[src/rtl/layer_conf_loader.sv]
// -----------------------------------------------------------------------------
// layer_conf_loader
//
// Receives 4-word layer descriptors over a valid/ready instruction stream,
// holds the descriptor in shadow registers, and commits it to the active
// configuration outputs when the PE array is idle or finishing its layer.
// Commit produces a one-cycle layer_start pulse and sets busy. One
// descriptor of prefetch is possible while a layer is running.
//
// Descriptor layout:
//   W0: [31:28] opcode (4'hA), [4] bit_mode, [3] kernel_mode, [2:0] wt_mode
//   W1: [15:0] in_ch,  [31:16] out_ch
//   W2: [15:0] fm_w,   [31:16] fm_h
//   W3: wt_base
//
// Optional macro LAYER_CONF_LOADER_CHECK_EN adds a sticky cfg_err flag for
// illegal descriptors and unknown opcodes. Without it, cfg_err is tied to 0.
// -----------------------------------------------------------------------------
module layer_conf_loader #(
    parameter int CONF_INS_WIDTH = 32,
    parameter int CH_WIDTH       = 16,
    parameter int CNT_WIDTH      = 8
) (
    input  logic                      clk,
    input  logic                      rst_n,
    input  logic [CONF_INS_WIDTH-1:0] ins_data,
    input  logic                      ins_valid,
    output logic                      ins_ready,
    input  logic                      soft_clr,
    input  logic                      layer_done,
    output logic                      layer_start,
    output logic                      busy,
    output logic                      kernel_mode,
    output logic                      bit_mode,
    output logic [2:0]                wt_mode,
    output logic [CH_WIDTH-1:0]       in_ch,
    output logic [CH_WIDTH-1:0]       out_ch,
    output logic [CH_WIDTH-1:0]       fm_w,
    output logic [CH_WIDTH-1:0]       fm_h,
    output logic [31:0]               wt_base,
    output logic [CNT_WIDTH-1:0]      layer_cnt,
    output logic                      cfg_err
);

    localparam logic [3:0] OPC_LAYER = 4'hA;

    typedef enum logic [1:0] {
        IDLE = 2'd0,
        LOAD = 2'd1,
        PEND = 2'd2
    } state_t;

    state_t      state, state_next;
    logic [1:0]  wcnt, wcnt_next;

    // Shadow (prefetch) copy of the descriptor
    logic                sh_kernel_mode;
    logic                sh_bit_mode;
    logic [2:0]          sh_wt_mode;
    logic [CH_WIDTH-1:0] sh_in_ch;
    logic [CH_WIDTH-1:0] sh_out_ch;
    logic [CH_WIDTH-1:0] sh_fm_w;
    logic [CH_WIDTH-1:0] sh_fm_h;
    logic [31:0]         sh_wt_base;

    logic       xfer;
    logic       commit;
    logic [3:0] opcode;
    logic       w0_ok;

    assign opcode = ins_data[31:28];
    assign w0_ok  = (opcode == OPC_LAYER);

    // Ready is low while reset is held, while a descriptor waits in PEND,
    // and in any cycle where soft_clr is aborting the load.
    assign ins_ready = rst_n && (state != PEND) && !soft_clr;
    assign xfer      = ins_valid && ins_ready;

    // Commit when the array is idle, or is finishing its layer this cycle.
    assign commit = (state == PEND) && !soft_clr && (!busy || layer_done);

    // State and word-counter register
    always_ff @(posedge clk or negedge rst_n) begin
        if (!rst_n) begin
            state <= IDLE;
            wcnt  <= 2'd0;
        end else begin
            // NOTE: sequential state uses non-blocking assignments so every
            // flop samples pre-edge values regardless of statement order.
            state <= state_next;
            wcnt  <= wcnt_next;
        end
    end

    // Next-state logic; soft_clr overrides every other transition
    always_comb begin
        // NOTE: defaults first so no path leaves a variable unassigned,
        // which would otherwise infer a latch.
        state_next = state;
        wcnt_next  = wcnt;
        if (soft_clr) begin
            state_next = IDLE;
            wcnt_next  = 2'd0;
        end else begin
            unique case (state)
                IDLE: begin
                    if (xfer && w0_ok) begin
                        state_next = LOAD;
                        wcnt_next  = 2'd1;
                    end
                end
                LOAD: begin
                    if (xfer) begin
                        if (wcnt == 2'd3) begin
                            state_next = PEND;
                            wcnt_next  = 2'd0;
                        end else begin
                            wcnt_next = wcnt + 2'd1;
                        end
                    end
                end
                PEND: begin
                    if (commit) begin
                        state_next = IDLE;
                    end
                end
                default: begin
                    state_next = IDLE;
                    wcnt_next  = 2'd0;
                end
            endcase
        end
    end

    // Shadow capture: W0 in IDLE, W1..W3 in LOAD; soft_clr wipes the copy
    always_ff @(posedge clk or negedge rst_n) begin
        if (!rst_n) begin
            // NOTE: these are a handful of flops, not a memory array, so
            // resetting them is cheap and makes post-reset state deterministic.
            sh_kernel_mode <= 1'b0;
            sh_bit_mode    <= 1'b0;
            sh_wt_mode     <= 3'd0;
            sh_in_ch       <= '0;
            sh_out_ch      <= '0;
            sh_fm_w        <= '0;
            sh_fm_h        <= '0;
            sh_wt_base     <= 32'd0;
        end else if (soft_clr) begin
            sh_kernel_mode <= 1'b0;
            sh_bit_mode    <= 1'b0;
            sh_wt_mode     <= 3'd0;
            sh_in_ch       <= '0;
            sh_out_ch      <= '0;
            sh_fm_w        <= '0;
            sh_fm_h        <= '0;
            sh_wt_base     <= 32'd0;
        end else if (xfer) begin
            if (state == IDLE && w0_ok) begin
                sh_bit_mode    <= ins_data[4];
                sh_kernel_mode <= ins_data[3];
                sh_wt_mode     <= ins_data[2:0];
            end else if (state == LOAD) begin
                unique case (wcnt)
                    2'd1: begin
                        sh_in_ch  <= ins_data[CH_WIDTH-1:0];
                        sh_out_ch <= ins_data[16+CH_WIDTH-1:16];
                    end
                    2'd2: begin
                        sh_fm_w <= ins_data[CH_WIDTH-1:0];
                        sh_fm_h <= ins_data[16+CH_WIDTH-1:16];
                    end
                    2'd3: begin
                        sh_wt_base <= ins_data[31:0];
                    end
                    default: ;
                endcase
            end
        end
    end

    // Active configuration: updated only on commit
    always_ff @(posedge clk or negedge rst_n) begin
        if (!rst_n) begin
            kernel_mode <= 1'b0;
            bit_mode    <= 1'b0;
            wt_mode     <= 3'd0;
            in_ch       <= '0;
            out_ch      <= '0;
            fm_w        <= '0;
            fm_h        <= '0;
            wt_base     <= 32'd0;
        end else if (commit) begin
            kernel_mode <= sh_kernel_mode;
            bit_mode    <= sh_bit_mode;
            wt_mode     <= sh_wt_mode;
            in_ch       <= sh_in_ch;
            out_ch      <= sh_out_ch;
            fm_w        <= sh_fm_w;
            fm_h        <= sh_fm_h;
            wt_base     <= sh_wt_base;
        end
    end

    // Start pulse, busy tracking and committed-layer counter
    always_ff @(posedge clk or negedge rst_n) begin
        if (!rst_n) begin
            layer_start <= 1'b0;
            busy        <= 1'b0;
            layer_cnt   <= '0;
        end else begin
            layer_start <= commit;
            if (commit) begin
                busy      <= 1'b1;
                layer_cnt <= layer_cnt + 1'b1;
            end else if (layer_done) begin
                busy <= 1'b0;
            end
        end
    end

`ifdef LAYER_CONF_LOADER_CHECK_EN
    logic cfg_err_q;
    logic bad_desc;
    logic bad_opcode;

    // E mode (4) only exists for 3x3 kernels; zero channel counts are illegal.
    assign bad_desc = (sh_wt_mode > 3'd4)
                   || (sh_in_ch == '0) || (sh_out_ch == '0)
                   || (sh_kernel_mode && (sh_wt_mode == 3'd4));
    assign bad_opcode = xfer && (state == IDLE) && !w0_ok;

    // Sticky error flag; the commit itself still proceeds
    always_ff @(posedge clk or negedge rst_n) begin
        if (!rst_n) begin
            cfg_err_q <= 1'b0;
        end else if ((commit && bad_desc) || bad_opcode) begin
            cfg_err_q <= 1'b1;
        end
    end

    assign cfg_err = cfg_err_q;
`else
    assign cfg_err = 1'b0;
`endif

endmodule
[config.mk]
export PLATFORM = sky130hd
export DESIGN_NAME = layer_conf_loader
export DESIGN_NICKNAME = d
export VERILOG_FILES = /design/src/rtl/layer_conf_loader.sv
export SDC_FILE = /design/constraint.sdc
export NUM_CORES = 1
export LEC_CHECK = 0
export CAP_MARGIN = 20
export CORE_UTILIZATION = 46
export DETAILED_ROUTE_END_ITERATION = 8
export GPL_ROUTABILITY_DRIVEN = 0
export PLACE_DENSITY = 0.71
export SETUP_SLACK_MARGIN = 0.3
export SYNTH_ARGS = -nofsm -noshare
export SYNTH_HDL_FRONTEND = slang
export SYNTH_SLANG_ARGS = --single-unit
[constraint.sdc]
create_clock -name clk -period 2.1 [get_ports clk]
set_input_delay 0.21 -clock clk [delete_from_list [all_inputs] [get_ports clk]]
set_output_delay 0.21 -clock clk [all_outputs]
set_load 0.01 [all_outputs]
==> results by group, run 1 <==
Yosys
  – Sequential-to-total area share from yosys stat: 63.6%
  – Cell taking the most area after synthesis: dfrtp_1
  – Post-synth top area share: 63.6%
  – Post-Syn Instances: 935
  – Synth unique cells: 36
  – Synthesized area: 0.00850 mm²
  – Synth warn: 0
  – Synth Register Bits: 216
  – Ys flop type: dfrtp_1
  – Ys async rst share: 100%
  – Syn Area/Cell: 9.09 µm²
  – Synth top area cells: dfrtp_1, nand2_1, a21oi_1
  – EDFF count, synth: 0
  – Synthesized Nets: 976

Worst setup path
  – CP Buf/Inv Count: 1
  – Worst Path Arrival: 1.53 ns
  – Slowest cell on the critical path: clkdlybuf4s50_1
  – Startpoint types: register
  – CP top delay family: buffers and inverters
  – Crit-path max FO: 6
  – Slowest stage delay, CP: 0.58 ns
  – Cell Chain, Critical Path: clkdlybuf4s50_1
  – WP data required: 1.89 ns
  – Worst Setup End Kind: output port
  – Crit Path Class: register to output port

Route
  – Final antenna-violating net count: 0
  – Vias per cell: 5.10
  – Drt total wl: 20.9 mm
  – Max Used Layer: met4
  – DRC Markers: 0
  – M1 wire length: 9.31 mm
  – Metal2 WL: 10.1 mm
  – Via Count: 6734
  – Iteration-0 DRC Markers: 442
  – WL met3: 1.20 mm
  – WL/cell: 15.9 µm
  – DRT Pass-1 Iters: 5

Die
  – Die area: 0.0190 mm²
  – Number of I/O pins: 150
  – Die X: 138 µm
  – Die Ht: 138 µm
  – Core Region: 0.0180 mm²
  – Initial Util: 47.1%
  – Std cell rows: 49

Clock tree
  – Clock sink count: 216
  – Maximum clock path buffer count: 3
  – Root Buffer: clkbuf_16
  – CTS tree: yes
  – Clk_lat worst skew: 0.51 ns
  – Clock-pin slew on the worst setup and hold paths: 0.06 ns
  – H-tree Lvls: 1
  – Num CTS Buffers: 23

Run status
  – Status: completed

Final layout
  – Inserted Diodes: 0
  – Most frequent cells in the layout: nand2_1, dfrtp_1, clkdlybuf4s50_1
  – Fill count: 1581
  – Area Growth Syn to Fin: 30.8%
  – Sequential cell area: 0.00541 mm²
  – Leading cell type in the layout, fill and taps excluded: nand2_1
  – Multi-input logic area: 0.00280 mm²
  – Fraction of layout cells with a size suffix above 1: 6.50%
  – Nets: 1117
  – Post-route insts no fill: 1321

STA
  – Final setup vio count: 0
  – Max-slew headroom at the worst pin: 28.0%
  – Setup total negative slack: 0 ns
  – Fin. max-slew vios: 0
  – Max Fclk: 576 MHz
  – Final period utilization: 82.7%
  – Minimum clock period: 1.74 ns
  – Final Hold Vio Count: 0
  – Final WS setup: 0.363 ns
  – Slew @ Worst Pin: 1.08 ns
  – RSZ-0062 raised after global routing: no
  – Clock skew: 0.0159 ns

Job
  – Max cap viols: 0

Global route
  – First-pass GRT wire length: 33.3 mm
  – Vias in the first global route: 6469
  – All-Layer GR Usage: 22.4%
  – Largest net degree at the start of global routing: 198
  – GRT overflow: 0
  – Initial antenna violation count: 0

Place
  – Setup WS pre-CTS: 0.253 ns
  – Post-DP HPWL: 13.1 mm
  – Placed cells: 1277
  – Port Buffer Count: 148

Power and ir drop
  – Leak: 5.32 nW
  – Power Dens Cells: 785 mW/mm²
  – Peak supply drop: 0.553 mV

Hold path
  – Min-Delay Path Class: input port to register
[power breakdown]
group	switching, mW	total [mW]	internal, mW
clock	1.64	4.31	2.67
combinational	0.163	0.242	0.0791
sequential	0.00180	4.16	4.16
[registers in the layout, summed over array words and instances (netlist names), 2 cells and up]
signal,cells
sh_wt_base,32
wt_mode,3
layer_cnt,8
state,2
sh_fm_h,16
out_ch,16
in_ch,16
sh_fm_w,16
sh_wt_mode,3
wcnt,2
wt_base,32
sh_out_ch,16
fm_w,16
fm_h,16
sh_in_ch,16
[routing by layer]
metal | up-vias | GRT usage [%]
li1 | 3205 | -
met1 | 3315 | 30.8
met2 | 182 | 37.1
met3 | 32 | 3.91
met4 | 0 | 5.01
met5 | - | 0
[synthesized netlist by cell type, drive strengths merged (2+ instances only)]
master and count:
nor2 7, dfrtp 216, nand2b 4, nand4 2
nand3 2, nand2 507, ha 4, inv 2
nor3 2, clkbuf 27, o21ai 2, a21oi 97
xor2 2, mux2i 5, buf 32, and2 2
xnor2 5
[logic make-up (layout without fill, tap and decap cells)]
family	after synthesis	in the layout	synth area share, %
flip-flops	216	216	63.6
XOR/XNOR	7	7	0.722
buffers and inverters	62	219	3.55
other	1	1	0.0441
multiplexers	5	5	0.589
adder cells (fa/ha/maj)	4	4	0.589
AND/OR/NAND/NOR	536	536	24.6
AO/OA/AOI/OAI	104	104	6.32
[worst paths after layout]
| path | slack, ns | cells after the start | startpoint | to |
|---|---|---|---|---|
| min | 0.07 | 3 | soft_clr | busy |
| max in group asynchronous | 0.65 | 3 | rst_n | wt_mode[2] |
| max | 0.36 | 1 | layer_cnt[2] | layer_cnt[2] |
| max reg2reg | 0.40 | 5 | state[0] | fm_w[13] |
| min in group asynchronous | 0.15 | 2 | rst_n | wt_base[30] |
| min reg2reg | 0.46 | 2 | sh_out_ch[5] | out_ch[5] |
[final cells by class]
cell class              instances  area share (%)
multi-input cells             657            25.2
clock buffers                  35            6.31
flip-flops and latches        216            48.7
clock inverters                 6            1.04
repair buffers                174            15.9
inverters                       3           0.214
well taps                     229            2.58
repair inverters                1          0.0788
[stage by stage]
step                      power, mW  area (µm²)  hold WS [ns]  utilization, %
final                          8.72       11100        0.0701            61.6
after detailed placement       4.49       10300        0.0580            56.9
after global routing           8.98       11100        0.0932            61.6
after floorplan                4.28        8500       -0.0856               -
after CTS                      8.82       11100        0.0503            61.5
after global placement         4.49       10300        0.0542            56.9
[repair_timing]
item	CTS	global route
cloned	0	1
hold endpoints to repair	19	0
hold buffers	1	0
setup endpoints to repair	21	12
gates resized for setup	3	2
setup buffers	0	1
Power figures use the tool's default switching activity.
==> run 2, diff against run 1 <==
==> constraint.sdc (replaced) <==
create_clock -name clk -period 1.7 [get_ports clk]
set_input_delay 0.17 -clock clk [delete_from_list [all_inputs] [get_ports clk]]
set_output_delay 0.17 -clock clk [all_outputs]
set_load 0.01 [all_outputs]
==> run 2 against run 1 <==
Effect of this change:
- cell count rose by 1.4%
- core utilization rose by 2.2 points
- clock power rose by 14%
- register-to-register slack got worse by 0.31 ns
- clock-buffer cell count fell by 8
- die area did not move
- combinational power rose by 30%
- largest cell class unchanged
- highest routed layer unchanged
==> results by group, run 2 (synthesis results as in run 1) <==
Run status
  – Status: completed

Job
  – Max cap viols: 0 (unchanged)

Hold path
  – Min-Delay Path Class: input port to async pin

Route
  – Vias per cell: 5.15 (+1.0%)
  – DRT Pass-1 Iters: 5 (unchanged)
  – Final antenna-violating net count: 0 (unchanged)
  – Drt total wl: 22.6 mm (+7.8%)
  – Via Count: 6896 (+2.4%)
  – WL/cell: 16.9 µm (+6.3%)
  – Iteration-0 DRC Markers: 383 (-13%)
  – DRC Markers: 0 (unchanged)

STA
  – Max-slew headroom at the worst pin: 52.2% (+24 points)
  – Worst hold margin: 0.0510 ns (-0.0191 ns)
  – Clock skew: 0.0121 ns (-0.00373 ns)
  – RSZ-0062 raised after global routing: yes
  – Final period utilization: 94.6%
  – Final setup vio count: 0 (unchanged)
  – Minimum clock period: 1.61 ns
  – Final Hold Vio Count: 0 (unchanged)
  – Max Fclk: 622 MHz
  – Slew @ Worst Pin: 0.717 ns (-0.363 ns)
  – Fin. max-slew vios: 0 (unchanged)

Final layout
  – Inserted Diodes: 0 (unchanged)
  – Biggest regs: sh_wt_base x32, wt_base x32
  – Leading cell type in the layout, fill and taps excluded: nand2_1
  – Fin area: 0.0115 mm² (+3.6%)
  – Fill count: 1536 (-2.8%)
  – Area Growth Syn to Fin: 35.5%
  – Fraction of layout cells with a size suffix above 1: 11.5% (+5.0 points)
  – Nets: 1137 (+1.8%)
  – Most frequent cells in the layout: nand2_1, dfrtp_1, a21oi_1

Global route
  – Initial antenna violation count: 0 (unchanged)
  – GRT overflow: 0 (unchanged)
  – First-pass GRT wire length: 33.9 mm (+2.1%)
  – All-Layer GR Usage: 23.1% (+0.68 points)
  – Largest net degree at the start of global routing: 136 (-31%)
  – Vias in the first global route: 6480 (+0.17%)

Power and ir drop
  – Peak supply drop: 0.734 mV (+33%)
  – Power Dens Cells: 903 mW/mm² (+15%)
  – Leak: 6.24 nW (+17%)

Die
  – Die area: 0.0190 mm² (unchanged)
  – Die X: 138 µm (unchanged)
  – Initial Util: 47.1% (unchanged)
  – Number of I/O pins: 150 (unchanged)
  – Std cell rows: 49 (unchanged)
  – Core Region: 0.0180 mm² (unchanged)
  – Die Ht: 138 µm (unchanged)

Clock tree
  – Clock-pin slew on the worst setup and hold paths: 0.06 ns (about the same)
  – Root Buffer: clkbuf_16
  – Maximum clock path buffer count: 3 (unchanged)
  – Clk_lat worst skew: 0.51 ns (about the same)
  – Clock sink count: 216 (unchanged)
  – H-tree Lvls: 1 (unchanged)
  – Num CTS Buffers: 22 (-4.3%)
  – CTS tree: yes

Worst setup path
  – Cell Chain, Critical Path: or3b_4 -> nand2b_4 -> buf_12 -> buf_16 -> nand2_1 -> nand2_1
  – Worst Setup End Kind: register
  – Worst Path Arrival: 2.00 ns (+0.47 ns)
  – Startpoint types: register
  – WP data required: 2.09 ns (+0.20 ns)
  – CP dominant cell by count: nand2_1
  – Slowest stage delay, CP: 0.40 ns (-0.18 ns)
  – CP top delay family: simple AND/OR/NAND/NOR gates
  – Crit Path Class: register to register
  – Crit-path max FO: 22 (+16)
  – CP Buf/Inv Count: 2 (+1)
  – Slowest cell on the critical path: or3b_4

Place
  – Port Buffer Count: 148 (unchanged)
  – Post-DP HPWL: 13.1 mm (-0.32%)
  – Placed cell area: 0.0104 mm² (+1.2%)
-- run 2: metal layers --
metal  part of all wire, %  track usage [%]
met1                    43             32.7
met2                    48             36.7
met3                   6.8             4.39
met4                   2.2             5.50
met5                     0                0
-- run 2: metrics by stage --
| stage | util [%] | TNS (ns) | std cells | setup slack [ns] | power, mW |
|---|---|---|---|---|---|
| 6_report | 63.9 | 0 | 1339 | 0.0911 | 10.4 |
| 5_1_grt | 63.9 | 0 | 1339 | 0.0237 | 10.7 |
| 4_1_cts | 62.1 | 0 | 1331 | 0.0988 | 10.5 |
| 3_5_place_dp | 57.6 | -2.64 | 1282 | -0.113 | 5.55 |
| 3_3_place_gp | 57.6 | -0.533 | 1282 | -0.0405 | 5.55 |
| 2_1_floorplan | - | 0 | 935 | 0.0384 | 5.29 |
-- run 2: area by class of cell --
type                            instances  area, µm²  area share (%)
Sequential cell                       216       5410            47.0
Clock inverter                         11        114           0.989
Inverter                                3       23.8           0.206
Clock buffer                           27        621            5.39
Tap cell                              229        287            2.49
Timing Repair Buffer                  196       2120            18.4
Multi-Input combinational cell        657       2940            25.5
-- run 2: power breakdown --
| group | leakage (nW) | total [mW] | internal [mW] | switching, mW |
|---|---|---|---|---|
| logic | 2.86 | 0.314 | 0.107 | 0.208 |
| registers | 3.02 | 5.14 | 5.14 | 0.00185 |
| clock network | 0.368 | 4.93 | 2.90 | 2.03 |
-- run 2: what timing repair did --
item | in CTS | in global routing
pin swaps | 3 | 23
gates resized for setup | 125 | 66
setup endpoints to repair | 324 | 316
hold buffers | 1 | 0
hold endpoints to repair | 153 | 0
gates cloned | 2 | 5
buffers inserted | 8 | 3
-- run 2: final timing paths --
path	start	to	slack, ns	depth (start not counted)
setup / recovery	state[0]	in_ch[12]	0.09	6
hold / removal	rst_n	state[0]	0.05	2
setup reg to reg	state[0]	in_ch[12]	0.09	6
hold reg to reg	sh_fm_h[0]	fm_h[0]	0.46	2
max in group asynchronous	rst_n	sh_wt_base[9]	0.68	3
min in group clk	soft_clr	busy	0.08	4
-- run 2: worst reg2reg max path: stages, from the launching register on --
cell      delay (ns)
dfrtp_1         0.39
or3b_4          0.40
nand2b_4        0.19
buf_12          0.17
buf_16          0.17
nand2_1         0.09
nand2_1         0.07
==> run 3, diff against run 2 <==
--- a/config.mk
+++ b/config.mk
@@ -10,6 +10,7 @@
 export DETAILED_ROUTE_END_ITERATION = 8
 export GPL_ROUTABILITY_DRIVEN = 0
 export PLACE_DENSITY = 0.71
+export RECOVER_POWER = 25
 export SETUP_SLACK_MARGIN = 0.3
 export SYNTH_ARGS = -nofsm -noshare
 export SYNTH_HDL_FRONTEND = slang
==> run 3 against run 2 <==
Effect of this change:
- design area decreased by 0.13%
- clock skew is essentially flat
- critical path depth stayed put
- wire length about the same
- sequential power about the same
- clock-buffer cell count unchanged
- maximum frequency decreased by 0.17%
- critical endpoint unchanged
==> results by group, run 3 (synthesis results as in run 1) <==
STA
  – Final period utilization: 94.8% (+0.16 points)
  – Final setup vio count: 0 (unchanged)
  – Fin. max-slew vios: 0 (unchanged)
  – Worst hold margin: 0.0964 ns (+0.0454 ns)
  – Minimum clock period: 1.61 ns (+0.00271 ns)
  – Clock skew: 0.0122 ns (+0.000120 ns)
  – Max Fclk: 621 MHz (-0.17%)
  – Final Hold Vio Count: 0 (unchanged)
  – Max-slew headroom at the worst pin: 33.8% (-18 points)
  – Slew @ Worst Pin: 0.994 ns (+0.277 ns)
  – Setup total negative slack: 0 ns (unchanged)
  – RSZ-0062 raised after global routing: yes

Worst setup path
  – Crit-path max FO: 22 (unchanged)
  – CP Buf/Inv Count: 2 (unchanged)
  – CP top delay family: simple AND/OR/NAND/NOR gates
  – Startpoint types: register
  – Worst Path Arrival: 2.00 ns (about the same)
  – Slowest cell on the critical path: or3b_1
  – CP dominant cell by count: nand2_1
  – Worst Setup End Kind: register
  – WP data required: 2.09 ns (about the same)
  – Crit Path Class: register to register
  – Cell Chain, Critical Path: or3b_1 -> nand2b_4 -> buf_12 -> buf_16 -> nand2_1 -> nand2_1
  – Slowest stage delay, CP: 0.40 ns (about the same)

Power and ir drop
  – Power Dens Cells: 904 mW/mm² (about the same)
  – Leak: 6.23 nW (-0.16%)
  – Int Pwr: 8.15 mW (about the same)
  – P_sw: 2.24 mW (about the same)
  – Sw frac: 21.6% (about the same)
  – Peak supply drop: 0.734 mV (+0.11%)
  – Gate power share: 3.0% (about the same)
  – Register share of total power: 49.5% (about the same)
  – Clock power frac: 47.5% (about the same)

Route
  – Drt total wl: 22.6 mm (about the same)
  – Final antenna-violating net count: 0 (unchanged)
  – WL/cell: 16.9 µm (about the same)
  – DRT Pass-1 Iters: 4 (-1)
  – Via Count: 6890 (-0.087%)
  – Vias per cell: 5.14 (-0.16%)
  – DRC Markers: 0 (unchanged)
  – Iteration-0 DRC Markers: 381 (-0.52%)

Clock tree
  – Num CTS Buffers: 22 (unchanged)
  – Clock sink count: 216 (unchanged)
  – Clk_lat worst skew: 0.51 ns (about the same)
  – Maximum clock path buffer count: 3 (unchanged)
  – H-tree Lvls: 1 (unchanged)
  – CTS tree: yes
  – Clock-pin slew on the worst setup and hold paths: 0.06 ns (about the same)
  – Root Buffer: clkbuf_16

Final layout
  – Post-route insts no fill: 1340 (+0.075%)
  – Fraction of layout cells with a size suffix above 1: 11.4% (-0.18 points)
  – Area Growth Syn to Fin: 35.3%
  – Leading cell type in the layout, fill and taps excluded: nand2_1
  – Final Util: 63.8% (-0.083 points)
  – Nets: 1137 (unchanged)
  – Biggest regs: sh_wt_base x32, wt_base x32
  – Most frequent cells in the layout: nand2_1, dfrtp_1, a21oi_1

Die
  – Std cell rows: 49 (unchanged)
  – Die Ht: 138 µm (unchanged)
  – Number of I/O pins: 150 (unchanged)
  – Die area: 0.0190 mm² (unchanged)
  – Die X: 138 µm (unchanged)
  – Core Region: 0.0180 mm² (unchanged)
  – Initial Util: 47.1% (unchanged)

Place
  – Post-DP HPWL: 13.1 mm (unchanged)
  – Placed cells: 1282 (unchanged)
  – Port Buffer Count: 148 (unchanged)

Run status
  – Status: completed

Global route
  – GRT overflow: 0 (unchanged)
  – Initial antenna violation count: 1 (+1)
  – First-pass GRT wire length: 33.9 mm (unchanged)
  – Largest net degree at the start of global routing: 136 (unchanged)
  – All-Layer GR Usage: 23.1% (unchanged)
  – Vias in the first global route: 6480 (unchanged)

Job
  – Max cap viols: 0 (unchanged)

Hold path
  – Min-Delay Path Class: input port to register
## run 3: cell types whose count changed in the layout (fill, tap and decap cells not counted)
cell and change:
buf_4 +1, buf_6 -1, buf_8 -1, clkbuf_1 +1, diode_2 +1, or3b_1 +1, or3b_4 -1
## run 3: worst paths after layout
kind | from | endpoint | slack [ns] | depth (start not counted)
setup / recovery | state[0] | in_ch[12] | 0.09 | 6
hold / removal | soft_clr | busy | 0.1 | 4
max in group asynchronous | rst_n | sh_wt_base[9] | 0.27 | 3
hold reg to reg | sh_fm_h[0] | fm_h[0] | 0.46 | 2
setup reg to reg | state[0] | in_ch[12] | 0.09 | 6
min in group asynchronous | rst_n | state[0] | 0.18 | 2
## run 3: final cells by class
| type | count | area [µm²] |
|---|---|---|
| antenna | 1 | 2.50 |
| clock buffer | 27 | 621 |
| clock inverter | 11 | 114 |
| fill | 1539 | 6530 |
| inverter | 3 | 23.8 |
| multi-input combinational | 657 | 2940 |
| sequential | 216 | 5410 |
| tap | 229 | 287 |
| timing repair buffer | 196 | 2110 |
## run 3: metrics by stage
stage | cell area [µm²] | setup WS (ns) | total power, mW
5_1_grt | 11500 | 0.0303 | 10.7
4_1_cts | 11200 | 0.0988 | 10.5
6_report | 11500 | 0.0884 | 10.4
2_1_floorplan | 8650 | 0.0384 | 5.29
3_5_place_dp | 10400 | -0.113 | 5.55
3_3_place_gp | 10400 | -0.0405 | 5.55
## run 3: power groups by stage
stage	Combinational [mW]	Sequential, mW	Clock (mW)
floorplan	0.0534	5.24	0
global placement	0.315	5.24	0
detailed placement	0.313	5.24	0
CTS	0.317	5.14	4.99
global route	0.341	5.14	5.18
finish	0.310	5.14	4.93
## run 3: worst reg2reg max path, delay by kind of cell, from the launching register on
kind | cells | cell delay (ns)
buffers and inverters | 2 | 0.34
DFF | 1 | 0.39
and+or+nand+nor | 4 | 0.76
## run 3: timing repair
item	4_1_cts	5_1_grt
pin swaps	3	23
setup endpoints to repair	324	316
hold buffers	1	0
gates cloned	2	5
endpoints found under the hold margin	153	0
setup buffers	8	3
gates resized for setup	125	66
## run 3: layer usage
| layer | track usage (%) | vias up | share of wire [%] |
|---|---|---|---|
| met2 | 36.7 | 217 | 48 |
| li1 | - | 3250 | - |
| met3 | 4.39 | 30 | 6.7 |
| met5 | 0 | - | 0 |
| met4 | 5.50 | 0 | 2.2 |
| met1 | 32.7 | 3393 | 43 |
